===== config.mk =====
export PLATFORM = sky130hd
export DESIGN_NAME = wb_stage_pipe
export DESIGN_NICKNAME = d
export VERILOG_FILES = /design/src/rtl/wb_stage_pipe.sv
export SDC_FILE = /design/constraint.sdc
export NUM_CORES = 1
export LEC_CHECK = 0
export CAP_MARGIN = 20
export CORE_MARGIN = 3
export CORE_UTILIZATION = 44
export CTS_BUF_LIST = sky130_fd_sc_hd__clkbuf_16
export DETAILED_ROUTE_END_ITERATION = 8
export PLACE_DENSITY = 0.76
export SYNTH_ARGS = -nofsm -noshare
export SYNTH_HDL_FRONTEND = slang
export SYNTH_SLANG_ARGS = --single-unit

===== constraint.sdc =====
create_clock -name clk -period 1.62 [get_ports clk]
set_input_delay 0.324 -clock clk [delete_from_list [all_inputs] [get_ports clk]]
set_output_delay 0.324 -clock clk [all_outputs]
set_load 0.01 [all_outputs]

===== src/rtl/wb_stage_pipe.sv =====
// Write-back stage: selects and extends the write-back result, registers it toward the
// register file through a valid/ready handshake with a one-entry skid buffer, counts retirements.
module wb_stage_pipe #(
  parameter int unsigned DATA_W   = 8,
  parameter int unsigned REG_AW   = 3,
  parameter int unsigned ZERO_REG = 0,
  parameter int unsigned CNT_W    = 16
) (
  input  logic              clk,
  input  logic              reset,
  input  logic              in_valid,
  output logic              in_ready,
  input  logic              RegWrite_in,
  input  logic [1:0]        ResultSrc_in,
  input  logic [1:0]        LoadMode_in,
  input  logic [DATA_W-1:0] alu_result_in,
  input  logic [DATA_W-1:0] mem_data_in,
  input  logic [DATA_W-1:0] link_in,
  input  logic [DATA_W-1:0] imm_in,
  input  logic [REG_AW-1:0] rd_in,
  input  logic              wb_ready,
  output logic              out_valid,
  output logic              RegWrite_final,
  output logic [DATA_W-1:0] write_data_WB,
  output logic [REG_AW-1:0] rd_final,
  output logic              fwd_valid,
  output logic [CNT_W-1:0]  retire_count
);

  localparam int unsigned PAY_W = 1 + REG_AW + DATA_W;

  logic [DATA_W-1:0] byte_zext_c;
  logic [DATA_W-1:0] byte_sext_c;
  logic [DATA_W-1:0] mem_ext_c;
  logic [DATA_W-1:0] result_c;
  logic              in_we_c;
  logic [PAY_W-1:0]  in_pay_c;

  logic              out_valid_q, out_valid_d;
  logic              out_we_q,    out_we_d;
  logic [REG_AW-1:0] out_rd_q,    out_rd_d;
  logic [DATA_W-1:0] out_data_q,  out_data_d;
  logic              skid_full_q, skid_full_d;
  logic [PAY_W-1:0]  skid_pay_q,  skid_pay_d;
  logic              in_ready_q,  in_ready_d;
  logic [CNT_W-1:0]  cnt_q,       cnt_d;

  logic              accept_c;
  logic              handoff_c;

  // Byte extension collapses to the full word when the datapath is only one byte wide
  if (DATA_W > 8) begin : g_ext_wide
    assign byte_zext_c = {{(DATA_W-8){1'b0}}, mem_data_in[7:0]};
    assign byte_sext_c = {{(DATA_W-8){mem_data_in[7]}}, mem_data_in[7:0]};
  end else begin : g_ext_byte
    assign byte_zext_c = mem_data_in;
    assign byte_sext_c = mem_data_in;
  end

  always_comb begin
    mem_ext_c = mem_data_in;
    case (LoadMode_in)
      2'b01:   mem_ext_c = byte_zext_c;
      2'b10:   mem_ext_c = byte_sext_c;
      default: mem_ext_c = mem_data_in;
    endcase
  end

  always_comb begin
    result_c = alu_result_in;
    case (ResultSrc_in)
      2'b01:   result_c = mem_ext_c;
      2'b10:   result_c = link_in;
      2'b11:   result_c = imm_in;
      default: result_c = alu_result_in;
    endcase
  end

  // Write enable is resolved at entry so the suppression travels with the instruction
  assign in_we_c   = RegWrite_in && !((ZERO_REG != 0) && (rd_in == '0));
  assign in_pay_c  = {in_we_c, rd_in, result_c};
  assign accept_c  = in_valid && in_ready_q;
  assign handoff_c = out_valid_q && wb_ready;

  always_comb begin
    out_valid_d = out_valid_q;
    out_we_d    = out_we_q;
    out_rd_d    = out_rd_q;
    out_data_d  = out_data_q;
    skid_full_d = skid_full_q;
    skid_pay_d  = skid_pay_q;
    cnt_d       = cnt_q;
    if (handoff_c) begin
      cnt_d = cnt_q + CNT_W'(1);
    end
    if (!out_valid_q || handoff_c) begin
      if (skid_full_q) begin
        {out_we_d, out_rd_d, out_data_d} = skid_pay_q;
        out_valid_d = 1'b1;
        skid_full_d = 1'b0;
      end else if (accept_c) begin
        {out_we_d, out_rd_d, out_data_d} = in_pay_c;
        out_valid_d = 1'b1;
      end else begin
        out_valid_d = 1'b0;
        out_we_d    = 1'b0;
      end
    end else if (accept_c) begin
      skid_pay_d  = in_pay_c;
      skid_full_d = 1'b1;
    end
    in_ready_d = !skid_full_d;
  end

  always_ff @(posedge clk or posedge reset) begin
    if (reset) begin
      out_valid_q <= 1'b0;
      out_we_q    <= 1'b0;
      out_rd_q    <= '0;
      out_data_q  <= '0;
      skid_full_q <= 1'b0;
      skid_pay_q  <= '0;
      in_ready_q  <= 1'b1;
      cnt_q       <= '0;
    end else begin
      out_valid_q <= out_valid_d;
      out_we_q    <= out_we_d;
      out_rd_q    <= out_rd_d;
      out_data_q  <= out_data_d;
      skid_full_q <= skid_full_d;
      skid_pay_q  <= skid_pay_d;
      in_ready_q  <= in_ready_d;
      cnt_q       <= cnt_d;
    end
  end

  assign in_ready       = in_ready_q;
  assign out_valid      = out_valid_q;
  assign RegWrite_final = out_we_q;
  assign fwd_valid      = out_we_q;
  assign write_data_WB  = out_data_q;
  assign rd_final       = out_rd_q;
  assign retire_count   = cnt_q;

endmodule

* Word-level counts from Yosys, hierarchy flattened
Index checks and enable logic that the tools add are counted.
** Word-level totals
- Register bits :: 43
- Input bits :: 44
- Output and inout bits :: 31
- Word-level logic and storage cells :: 32
** Cells by class
- Add/sub/neg operators :: 1
- Equal/unequal tests :: 3
- Mux-type cells :: 11
- Bitwise operators :: 1
- Reduce and logical (&&, ||, !) cells :: 8
** Operators with widths (number)
- 8-bit case mux with 3 select lines :: 1
- 16-bit by 1-bit adder with 16-bit output (second input constant) :: 1
- 8-bit two-way mux :: 2
- 1-bit two-way mux :: 6
- 3-bit two-way mux :: 2
- 2-bit equality test (second input constant) :: 2
- 2-bit AND reduction :: 2
- 2-bit by 1-bit equality test with 1-bit output (second input constant) :: 1
- 1-bit logical AND :: 2
- 1-bit logical NOT :: 2
- 2-bit nonzero test :: 1
- 1-bit logical OR :: 1
- 1-bit NOT :: 1

* Logic depth before layout (Yosys ltp)
- Depth after elaboration :: 4
- Gate-level depth with buffers :: 6

* Worst setup path after synthesis
OpenSTA, ideal clock, no wires.
- Path type :: register to register
- From :: reg out_valid_q (netlist: out_valid)
- To :: reg skid_pay_q[0]
- Arrival time :: 1.351 ns
- Path slack :: 0.144 ns
- Cell stages (with the launch flop) :: 5
- Path through :: dfrtp_1 -> and2b_1 -> nand3_1 -> buf_2 -> mux2_2
** Between the ends
- Longest elaborated chain between the ends :: 4
- Elaborated cells on any way between the ends :: 5
** Ends and longest elaborated chain
- start: declaration :: line 39 : logic out_valid_q, out_valid_d;
- start signal: assignment :: line 126 : out_valid_q <= out_valid_d;
- 1-bit logical NOT or 1-bit logical AND (tied branches) :: line 96, 83
- 1-bit logical OR (*) :: line 96 : if (!out_valid_q || handoff_c) begin
- 1-bit NOT (no source line) (*)
- 2-bit AND reduction (no source line) (*)
- end signal: assignment :: line 131 : skid_pay_q <= skid_pay_d;
- end: declaration :: line 44 : logic [PAY_W-1:0] skid_pay_q, skid_pay_d;
Mark *: on every way between the ends. The rest lies on a longest branch, timed or not.
A chain may end at the register's enable or synchronous reset.

* Worst setup path in the final report
- From :: reg cnt_q[6] (netlist: retire_count[6])
- To :: out retire_count[6]
** RTL lines
- start: declaration :: line 46 : logic [CNT_W-1:0] cnt_q, cnt_d;
- start signal: assignment :: line 133 : cnt_q <= cnt_d;
- end: declaration :: line 27 : output logic [CNT_W-1:0] retire_count
No word-level cell between the ends.

==> results <==
[report_power, final]
part           switching (mW)  leakage (nW)  internal [mW]  total (mW)
Sequential              0.183         0.516           1.34        1.53
Combinational           0.453         0.816          0.720        1.17
Clock                   0.400        0.0733          0.562       0.962
Total                    1.04          1.41           2.63        3.66
[stage by stage]
| stage | setup slack, ns | instances |
|---|---|---|
| 2_1_floorplan | 0.144 | 164 |
| 3_3_place_gp | -0.256 | 300 |
| 3_5_place_dp | -0.279 | 300 |
| 4_1_cts | 0.00404 | 308 |
| 5_1_grt | 0.00197 | 309 |
| 6_report | 0.0447 | 309 |
[per-layer routing]
metal,global-route usage,vias to the layer above,wire (um)
met3,0.0629,5,358
li1,-,758,-
met5,0,-,0
met4,0.0684,0,66
met1,0.180,741,1690
met2,0.293,61,2080
[kinds of logic (layout without fill, tap and decap cells)]
group           Yosys count  after routing  synth area share
compound gates           14             14            0.0345
xor+xnor                 15             15            0.0648
fa+ha+maj                 1              1           0.00617
buf+inv                  12            105            0.0265
flops                    43             43             0.531
mux                      32             32             0.215
simple gates             47             47             0.122
[cell usage after synthesis, types with 2 or more instances]
master    number  area share
mux2_2        11       0.061
buf_2          4      0.0099
nand2_1        8       0.015
dfrtp_1       42        0.52
mux4_2         8       0.089
mux2i_1       11       0.054
nand2b_1       2      0.0062
clkbuf_1       3      0.0056
nor3_1         2      0.0049
inv_1          4      0.0074
nand3_1        8       0.020
a21oi_1       13       0.032
nor2_1        17       0.031
mux2_1         2       0.011
xnor2_1        9       0.039
and3_1         4       0.012
xor2_1         6       0.026
[layout make-up]
type / count / area share
inverters: 4 / 0.00475
well taps: 52 / 0.0206
clock inverters: 3 / 0.00475
clock buffers: 5 / 0.0396
repair buffers: 93 / 0.303
multi-input cells: 109 / 0.285
flip-flops and latches: 43 / 0.342
[how the worst max path moves through the flow]
stage	start	to	cells after the start
2_1_floorplan	out_valid$_DFFE_PP0P_	skid_pay_q[0]$_DFFE_PP0P_	4
3_3_place_gp	ResultSrc_in[0]	skid_pay_q[2]$_DFFE_PP0P_	4
3_5_place_dp	ResultSrc_in[0]	skid_pay_q[7]$_DFFE_PP0P_	4
4_1_cts	retire_count[7]$_DFFE_PP0P_	retire_count[7]	2
5_1_grt	retire_count[6]$_DFFE_PP0P_	retire_count[6]	1
6_report	retire_count[6]$_DFFE_PP0P_	retire_count[6]	1
[placed cells by master (no fill, tap or decap), types with 3 or more instances in the layout]
| cell | count |
|---|---|
| nand3_1 | 8 |
| a21oi_1 | 13 |
| nand2_1 | 8 |
| xnor2_1 | 9 |
| dlymetal6s2s_1 | 3 |
| clkinv_2 | 3 |
| clkdlybuf4s50_1 | 67 |
| buf_4 | 15 |
| inv_1 | 3 |
| buf_12 | 6 |
| and3_1 | 4 |
| xor2_1 | 6 |
| mux2i_1 | 11 |
| nor2_1 | 16 |
| dfrtp_1 | 40 |
| mux2_2 | 11 |
| clkbuf_16 | 5 |
| mux4_2 | 8 |
[flip-flops by register name, indices dropped and copies added (netlist names)]
signal          cells
RegWrite_final      1
skid_full_q         1
write_data_WB       8
rd_final            3
skid_pay_q         12
out_valid           1
retire_count       16
in_ready            1
[timing repair]
item	in CTS	in global routing
gates resized for setup	4	4
hold endpoints to repair	0	0
gates cloned	0	0
setup endpoints to repair	4	11
pin swaps	0	0
setup buffers	0	1
==> impl_results.md <==
- Post-Syn Instances: between 150 and 200
- Reg2reg start: retire_count[8]$_DFFE_PP0P_
- Fin crit share: 0.972
- # hold bufs at CTS: 0
- Leakage: between 1 and 1.5 nW
- # diodes: 0
- Final nets: between 300 and 400
- Post-route ant nets: 0
- Footprint of the multi-input gates: about 900 um2
- Die W: between 70 and 80 um
- CP top delay family: buffers and inverters
- Register area share after synthesis: 0.531
- Peak supply drop: ~0.6 mV
- Min Tclk post-route: around 1.6 ns
- Clock sinks: 43
- R2R setup slack: between 0.1 and 0.15 ns
- CP Capture Type: primary output
- Placed Instance Area: 3000 um2
- Design Power: between 3 and 4 mW
- Ys flop type: dfrtp_1
- FF+latch area: around 1100 um2
- Reg clk slew, reported paths: about 0.06 ns
- Worst Path Arrival: 1.25 ns
- Pre-antenna DRT Iters: 4
- Slowest cell delay on critical path: approximately 0.56 ns
- Die height: about 74 um
- Startpoint class of the critical path: register
- Status: complete, no violations
- Worst reg-to-reg path cell count: 4
- Worst Max-Slew Pin Slew: between 0.3 and 0.4 ns
- Clk root buf: clkbuf_16
- Critical path cell sequence: clkdlybuf4s50_1
- Setup TNS: 0 ns
- EDFF count, synth: 0
- Largest net degree at the start of global routing: 23
- Syn_nets: approximately 210
- Design Area, Final: roughly 3200 um2
- P&R area growth vs syn: 55.7%
- DRC viols: 0
- Total of max-cap violations: 0
- Max Transition Viols Final: 0
- First-pass GRT wire length: between 6000 and 7000 um
- Layout cells sized above 1: 0.218
- RSZ-0062 raised after global routing: no
- Initial antenna violation count: 0
- Layout fillers: 323
- Req. time, crit path: approximately 1.3 ns
- Buffers plus inverters on the worst setup path: 1
- Endpoints failing hold: 0
- Worst Hold Class: in -> async
- Yosys reg bits: 43
- Hold_ws: ~0.32 ns
- CP max-delay cell: clkdlybuf4s50_1
- Die Area: between 5000 and 6000 um2
- TritonCTS clock tree: yes
- Via count: roughly 1600
- Clk buf depth: 2
- YS warnings: 0
- Detailed Route Iter0 Violations: 47
- Crit path max fanout: 3
- Initial Utilization: 0.459
- Slew HR: 0.785
- FP Rows: 24
- Vias in the first global route: between 1500 and 2000
- Critical setup path kind: reg -> out
- Grt ovf: 0
- Worst-Skew Late Latency: between 0.2 and 0.3 ns
- H-tree level count: 2
- Final WL: 4190 um
- PwrDens: about 1200 nW/um2
- Fmax: roughly 0.63 GHz
- Worst reg2reg path endpoint: retire_count[15]$_DFFE_PP0P_
- RD Place Congestion: 0.763
- Ys async rst share: 1.00
- Synth cell types: 27
- Fin Clk Skew: ~0.0031 ns
- Final Util: 0.715
- Vias per inst: approximately 5.1
- Detailed Place HPWL: roughly 3200 um
- Num CTS Buffers: 5
- Port Buffers: 72
- WL/cell: between 10 and 15 um
- Tot GR Track Use: 0.168
- CORE AREA: 4410 um2
- Synth Cell Area: slightly above 2000 um2
- # setup viols final: 0
- Io pins: 75
- Avg Inst Size Synth: ~12 um2
(Power assumes the default switching activity.)
